## src/rtl/pattern_det_pkg.sv

```systemverilog
// rtl/pattern_det_pkg.sv - shared FSM state type and default pattern for the serial pattern detector
package pattern_det_pkg;

  typedef enum logic {
    FILL  = 1'b0,
    ARMED = 1'b1
  } det_state_t;

  localparam int DEF_PAT_W = 5;
  localparam logic [DEF_PAT_W-1:0] DEF_PATTERN = 5'b11010;

endpackage

```

## src/rtl/pattern_match_cmp.sv

```systemverilog
// rtl/pattern_match_cmp.sv - combinational masked compare of the next history word against the pattern
module pattern_match_cmp
  import pattern_det_pkg::*;
#(
  parameter int PAT_W = DEF_PAT_W
) (
  input  logic [PAT_W-1:0] hist_nxt,
  input  logic [PAT_W-1:0] pattern,
  input  logic [PAT_W-1:0] mask,
  output logic             hit
);

  assign hit = ((hist_nxt ^ pattern) & mask) == '0;

endmodule

```

## src/rtl/pattern_detector_param.sv

```systemverilog
// rtl/pattern_detector_param.sv - programmable masked serial pattern detector with registered match pulse
// Optional saturating match counter enabled by PATTERN_DETECTOR_MATCH_CNT_EN.
module pattern_detector_param
  import pattern_det_pkg::*;
#(
  parameter int               PAT_W    = DEF_PAT_W,
  parameter logic [PAT_W-1:0] RST_PAT  = PAT_W'(DEF_PATTERN),
  parameter logic [PAT_W-1:0] RST_MASK = '1,
  parameter int               CNT_W    = 16
) (
  input  logic             clk,
  input  logic             rst_n,
  input  logic             in_valid,
  input  logic             stream_in,
  input  logic             cfg_load,
  input  logic [PAT_W-1:0] cfg_pattern,
  input  logic [PAT_W-1:0] cfg_mask,
  input  logic             cfg_overlap,
  output logic             pattern_found,
  output logic             busy_fill
`ifdef PATTERN_DETECTOR_MATCH_CNT_EN
  ,
  output logic [CNT_W-1:0] match_cnt
`endif
);

  localparam int FILL_W = $clog2(PAT_W + 1);
  localparam logic [FILL_W-1:0] FILL_LAST = FILL_W'(PAT_W - 1);
  localparam logic [FILL_W-1:0] FILL_FULL = FILL_W'(PAT_W);

  if (PAT_W < 2 || PAT_W > 32 || CNT_W < 1) begin : g_bad_params
    $error("pattern_detector_param: PAT_W must be 2..32 and CNT_W at least 1");
  end

  det_state_t        state;
  det_state_t        state_nxt;
  logic [PAT_W-1:0]  hist;
  logic [PAT_W-1:0]  hist_nxt;
  logic [PAT_W-1:0]  pattern;
  logic [PAT_W-1:0]  mask;
  logic              overlap;
  logic [FILL_W-1:0] fill;
  logic              accept;
  logic              complete;
  logic              hit;
  logic              match;

  assign hist_nxt = {hist[PAT_W-2:0], stream_in};

  pattern_match_cmp #(
    .PAT_W(PAT_W)
  ) u_cmp (
    .hist_nxt(hist_nxt),
    .pattern (pattern),
    .mask    (mask),
    .hit     (hit)
  );

  // A config load wins over the stream, so the bit presented alongside it is discarded.
  always_comb begin
    accept    = in_valid && !cfg_load;
    complete  = accept && ((state == ARMED) || (fill == FILL_LAST));
    match     = complete && hit;
    state_nxt = state;
    if (cfg_load) begin
      state_nxt = FILL;
    end else if (match && !overlap) begin
      state_nxt = FILL;
    end else if (complete) begin
      state_nxt = ARMED;
    end
  end

  always_ff @(posedge clk or negedge rst_n) begin
    if (!rst_n) begin
      state <= FILL;
    end else begin
      state <= state_nxt;
    end
  end

  always_ff @(posedge clk or negedge rst_n) begin
    if (!rst_n) begin
      hist          <= '0;
      fill          <= '0;
      pattern       <= RST_PAT;
      mask          <= RST_MASK;
      overlap       <= 1'b1;
      pattern_found <= 1'b0;
    end else begin
      pattern_found <= match;
      if (cfg_load) begin
        pattern <= cfg_pattern;
        mask    <= cfg_mask;
        overlap <= cfg_overlap;
        hist    <= '0;
        fill    <= '0;
      end else if (match && !overlap) begin
        hist <= '0;
        fill <= '0;
      end else if (accept) begin
        hist <= hist_nxt;
        if (fill != FILL_FULL) begin
          fill <= fill + FILL_W'(1);
        end
      end
    end
  end

  assign busy_fill = (state == FILL);

`ifdef PATTERN_DETECTOR_MATCH_CNT_EN
  always_ff @(posedge clk or negedge rst_n) begin
    if (!rst_n) begin
      match_cnt <= '0;
    end else if (pattern_found && (match_cnt != '1)) begin
      match_cnt <= match_cnt + CNT_W'(1);
    end
  end
`endif

endmodule

```

## config.mk

```make
export PLATFORM = sky130hd
export DESIGN_NAME = pattern_detector_param
export DESIGN_NICKNAME = d
export VERILOG_FILES = /design/src/rtl/pattern_det_pkg.sv /design/src/rtl/pattern_match_cmp.sv /design/src/rtl/pattern_detector_param.sv
export SDC_FILE = /design/constraint.sdc
export NUM_CORES = 1
export LEC_CHECK = 0
export CAP_MARGIN = 20
export CORE_UTILIZATION = 50
export DETAILED_ROUTE_END_ITERATION = 12
export GPL_ROUTABILITY_DRIVEN = 0
export PLACE_DENSITY_LB_ADDON = 0.12
export SLEW_MARGIN = 40
export SYNTH_ARGS = -nofsm -noshare
export SYNTH_HDL_FRONTEND = slang
export SYNTH_SLANG_ARGS = --single-unit
```

## constraint.sdc

```tcl
create_clock -name clk -period 1.8 [get_ports clk]
set_input_delay 0.36 -clock clk [delete_from_list [all_inputs] [get_ports clk]]
set_output_delay 0.36 -clock clk [all_outputs]
set_load 0.01 [all_outputs]
```

==> metrics.txt, run 1 <==
CTS HTree Levels 1; CTS root buf clkbuf_4; port bufs 17; switching share of power 23.0%; worst endpoint data arrival time 1.86 ns; Chip Width 45.7 um; Worst Tran Pin Value 0.436 ns; Cell Chain, Critical Path inv_1, ha_1, a21o_1, o211a_1, and4bb_1, nor4_4; Seq pwr share 59.7%; first-pass detailed-route iteration total 4; most common cell after layout, fill and taps aside clkdlybuf4s50_1; Die ar. 0.00209 sq mm; status complete, no violations; io pins 18; worst hold slack 0.387 ns; element type at the critical path end flip-flop; Final Cell Area 0.00118 sq mm; synth unique cells 25; RSZ-0062 raised after global routing no; maximum vdd drop 0.000425 V; Synth Area in Adders 3.94%; startpoint class of the critical path flip-flop; antenna cells 0; HP Class primary input to asynchronous set/reset pin; Tmin final 1.66 ns; slowest cell delay on critical path 0.42 ns; delay-heaviest family, CP simple AND/OR/NAND/NOR gates; Final Worst Setup Slack 0.143 ns; Via density 5.12; CTS tree done; f_max 603 MHz; largest net degree at the start of global routing 21; post-synthesis simple-gate area fraction 10.1%; crit share post-route 92.1%; Warnings, synthesis 0; Total Power 0.866 mW; DRT Wirelength 1540 um; number of fill cells 149; register area share after synthesis 53.7%; DR iter-0 viols 3; CP max stage cell dfrtp_1; row count 15; top layer used by detailed routing met4; post-CTS sizing 0; largest area contributor in the netlist dfrtp_1; Worst-path clk slew 0.11 ns; max-slew violations 0; worst skew pair latency 0.29 ns; most frequent cells in the layout clkdlybuf4s50_1, dfrtp_1, mux2_2, dfstp_2, nor3_1; initial antenna violation count 0; final setup fails 0; first-pass GRT wire length 2570 um; Routed met2 length 792 um; Tot GR Track Use 17.7%; Placed Area 0.00116 sq mm; clk sinks 20; Buf+Inv Stages, Crit Path 1; post-synthesis compound-gate area fraction 6.43%; Initial Utilization 54.0%; skew final 0.00835 ns; Synth Cell Area 953 sq um; mux cell area share after synthesis 16.0%; largest family of logic cells by synthesized area multiplexers; Core Region 0.00176 sq mm; Die Y 45.7 um; mean post-synth cell area 13.1 sq um; Area Overhead vs Synth 24.3%; CP Max Fanout 8; CP required 2.00 ns; slew margin rel. 70.6%; net switching power 0.199 mW; Placement Setup Slack -0.0497 ns; Synth Area in XOR/XNOR 5.51%; postcts setup bufs 0; DP HPWL 1180 um; vias in the first global route 634; Pwr per Cell Area 731 mW/mm^2; DRC errors left 0; met1 WL 694 um; clock share of power 24.1%; leakage 0.527 nW; CTS Buffer Depth 2; post-synth net total 92; combinational share of power 16.2%; Synth area leaders dfrtp_1, dfstp_2, mux2_2, mux2i_1, ha_1; CTS Buf Count 3; synthesized instance count 73; final hold vios 0; # hold bufs at CTS 0; setup TNS 0 ns; Post-DRT Antenna Nets 0; grt ovf 0; Avg WL per Cell 12.9 um; met3 wire length 36 um; layout cells sized above 1 28.7%; Synth top area share 28.9%; critical path class flip-flop to flip-flop; Final nets 114; Pint 0.667 mW; via count 609; Yosys reg bits 20; Max Cap Viol 0
[synth_stat cells (all sizes together)]
master  instances
dfrtp          11
mux2           10
dfstp           9
nor3            7
inv             4
mux2i           4
xor2            4
a21oi           3
ha              3
buf             2
clkbuf          2
xnor2           2
a21boi          1
a21o            1
a22o            1
a22oi           1
and4b           1
and4bb          1
nand2           1
nor2            1
nor4            1
nor4bb          1
o211a           1
o21ai           1
[logic make-up (layout without fill, tap and decap cells)]
| logic type | count (synthesis) | in the layout |
|---|---|---|
| compound gates | 9 | 9 |
| xor+xnor | 6 | 6 |
| fa+ha+maj | 3 | 3 |
| buf+inv | 8 | 29 |
| flops | 20 | 20 |
| mux | 14 | 14 |
| simple gates | 13 | 13 |
[per-stage QoR]
stage | utilization, % | cells
detailed placement | 65.7 | 115
floorplan | - | 73
CTS | 67.2 | 119
global route | 67.2 | 119
global placement | 65.7 | 115
finish | 67.2 | 119
[layout make-up]
type | count | area [sq um] | area share, %
Tap cell | 25 | 31.3 | 2.64
Clock buffer | 4 | 26.3 | 2.22
Multi-Input combinational cell | 45 | 400 | 33.8
Timing Repair Buffer | 21 | 200 | 16.9
Inverter | 4 | 15.0 | 1.27
Sequential cell | 20 | 512 | 43.2
[final timing paths]
kind / startpoint / to / slack (ns) / cells past startpoint
max in group asynchronous: rst_n / pattern[4] / 1.14 / 2
worst max-delay path: fill[0] / fill[2] / 0.14 / 6
worst min-delay path: rst_n / pattern[0] / 0.39 / 2
min in group clk: mask[0] / mask[0] / 0.52 / 2
worst min register to register: mask[0] / mask[0] / 0.52 / 2
worst max register to register: fill[0] / fill[2] / 0.14 / 6
[power groups by stage]
stage / logic, mW / clock network, mW / registers, mW
6_report: 0.140 / 0.209 / 0.517
5_1_grt: 0.154 / 0.233 / 0.521
4_1_cts: 0.143 / 0.219 / 0.517
3_5_place_dp: 0.142 / 0 / 0.525
3_3_place_gp: 0.136 / 0 / 0.524
2_1_floorplan: 0.0804 / 0 / 0.520
[registers in the layout, indices dropped and copies added (netlist names)]
signal         count
hist               4
mask               5
pattern            5
pattern_found      1
fill               3
state              1
overlap            1
[per-layer routing]
metal | global-route usage (%) | vias to the layer above
li1 | - | 300
met1 | 21.6 | 300
met2 | 29.7 | 7
met3 | 2.38 | 2
met4 | 10.3 | 0
met5 | 0 | -
Power figures use the tool's default switching activity.
==> run 2, diff against run 1 <==
--- a/config.mk
+++ b/config.mk
@@ -6,7 +6,7 @@
 export NUM_CORES = 1
 export LEC_CHECK = 0
 export CAP_MARGIN = 20
-export CORE_UTILIZATION = 50
+export CORE_UTILIZATION = 53
 export DETAILED_ROUTE_END_ITERATION = 12
 export GPL_ROUTABILITY_DRIVEN = 0
 export PLACE_DENSITY_LB_ADDON = 0.12
==> constraint.sdc (replaced) <==
create_clock -name clk -period 2 [get_ports clk]
set_input_delay 0.4 -clock clk [delete_from_list [all_inputs] [get_ports clk]]
set_output_delay 0.4 -clock clk [all_outputs]
set_load 0.01 [all_outputs]
==> metrics.txt, run 2 (same netlist as run 1, synthesis figures left out) <==
status complete, no violations (unchanged); DRT Wirelength 1640 um (was 1540 um); setup TNS 0 ns (unchanged); top flop regs mask (5), pattern (5), hist (4) (unchanged); startpoint class of the critical path flip-flop (unchanged); Pint 0.634 mW (was 0.667 mW); element type at the critical path end output pin (was flip-flop); CTS Buffer Depth 2 (unchanged); crit share post-route 84.1%; HP Class primary input to asynchronous set/reset pin (unchanged); initial antenna violation count 0 (unchanged); slew margin rel. 74.0% (was 70.6%); Chip Width 44.4 um (was 45.7 um); Max Cap Viol 0 (unchanged); Total Power 0.823 mW (was 0.866 mW); port bufs 17 (unchanged); Die ar. 0.00197 sq mm (was 0.00209 sq mm); Final nets 114 (unchanged); grt ovf 0 (unchanged); CP max stage cell clkdlybuf4s50_1 (was dfrtp_1); layout cells sized above 1 29.8% (was 28.7%); row count 14 (was 15); RSZ-0062 raised after global routing no (unchanged); Core Region 0.00159 sq mm (was 0.00176 sq mm); worst endpoint data arrival time 1.28 ns (was 1.86 ns); CTS Buf Count 3 (unchanged); Pwr per Cell Area 689 mW/mm^2 (was 731 mW/mm^2); leakage 0.533 nW (was 0.527 nW); f_max 594 MHz; CP Max Fanout 3 (was 8); Tot GR Track Use 21.8% (was 17.7%); max-slew violations 0 (unchanged); net switching power 0.189 mW (was 0.199 mW); Initial Utilization 59.8% (was 54.0%); first-pass GRT wire length 2920 um (was 2570 um); skew final 0.00503 ns (was 0.00835 ns); DP HPWL 1280 um (was 1180 um); clk sinks 20 (unchanged); antenna cells 0 (unchanged); Post-DRT Antenna Nets 0 (unchanged); via count 605 (was 609); most common cell after layout, fill and taps aside clkdlybuf4s50_1 (unchanged); Die Y 44.4 um (was 45.7 um); postcts setup bufs 0 (unchanged); critical path class flip-flop to output pin (was flip-flop to flip-flop); combinational share of power 15.3% (was 16.2%); Cell Chain, Critical Path inv_1, clkdlybuf4s50_1 (was inv_1, ha_1, a21o_1, o211a_1, and4bb_1, nor4_4); DR iter-0 viols 6 (was 3); Via density 5.13 (was 5.12); Worst-path clk slew 0.11 ns (about the same); slowest cell delay on critical path 0.52 ns (was 0.42 ns); most frequent cells in the layout clkdlybuf4s50_1, dfrtp_1, mux2_2, dfstp_2, nor3_1 (unchanged); clock share of power 28.0% (was 24.1%); Avg WL per Cell 13.9 um (was 12.9 um); Tmin final 1.68 ns; # hold bufs at CTS 0 (unchanged); worst skew pair latency 0.30 ns (was 0.29 ns); CP required 1.60 ns (was 2.00 ns); Seq pwr share 56.6% (was 59.7%); switching share of power 23.0% (about the same); final hold vios 0 (unchanged); maximum vdd drop 0.000504 V (was 0.000425 V); DRC errors left 0 (unchanged); io pins 18 (unchanged); post-CTS sizing 0 (unchanged); final setup fails 0 (unchanged); first-pass detailed-route iteration total 4 (unchanged); CTS tree done (unchanged); CTS root buf clkbuf_4 (unchanged); vias in the first global route 650 (was 634); Worst Tran Pin Value 0.387 ns (was 0.436 ns); CTS HTree Levels 1 (unchanged); Area Overhead vs Synth 25.2% (was 24.3%); largest net degree at the start of global routing 21 (unchanged)
run 2: changes by cell type in the layout (fill, tap and decap cells not counted):
cell      change
clkbuf_8      +1
clkbuf_1      -1
run 2: path summary, 6_finish.rpt:
kind	startpoint	to	slack, ns	cells after the start
setup reg to reg	fill[0]	fill[2]	0.33	6
setup / recovery	state	busy_fill	0.32	2
hold reg to reg	mask[0]	mask[0]	0.51	2
hold / removal	rst_n	hist[1]	0.45	2
min in group clk	mask[0]	mask[0]	0.51	2
max in group asynchronous	rst_n	mask[4]	1.28	2
run 2: final cells by class:
cell class / instances / area (sq um)
multi-input cells: 45 / 400
clock buffers: 4 / 36.3
fillers: 119 / 400
flip-flops and latches: 20 / 512
well taps: 24 / 30.0
inverters: 4 / 15.0
repair buffers: 21 / 200
run 2: power groups by stage:
stage / Combinational, mW / Clock [mW] / Sequential, mW
after CTS: 0.128 / 0.242 / 0.467
after global routing: 0.141 / 0.252 / 0.470
after floorplan: 0.0723 / 0 / 0.468
after global placement: 0.122 / 0 / 0.472
final: 0.126 / 0.231 / 0.466
after detailed placement: 0.128 / 0 / 0.474
run 2: critical path, delay by kind of cell, from the launching register on:
kind                   cells  cell delay, ns
flip-flops                 1            0.41
buffers and inverters      2            0.57
run 2: through the flow:
step,util (%),setup slack [ns],area (sq um),std cells,hold slack (ns)
3_3_place_gp,72.6,0.174,1160,114,0.499
3_5_place_dp,72.6,0.124,1160,114,0.505
5_1_grt,74.9,0.171,1190,118,0.462
2_1_floorplan,-,0.456,953,73,0.104
4_1_cts,74.9,0.302,1190,118,0.449
6_report,74.9,0.318,1190,118,0.453
run 2: layer usage:
| metal | up-vias | routed length, um | part of all wire, % | GRT usage [%] |
|---|---|---|---|---|
| met3 | 4 | 54 | 3.3 | 3.67 |
| met1 | 287 | 668 | 41 | 25.8 |
| met2 | 14 | 871 | 53 | 36.2 |
| li1 | 300 | - | - | - |
| met5 | - | 0 | 0 | 0 |
| met4 | 0 | 47 | 2.9 | 14.5 |
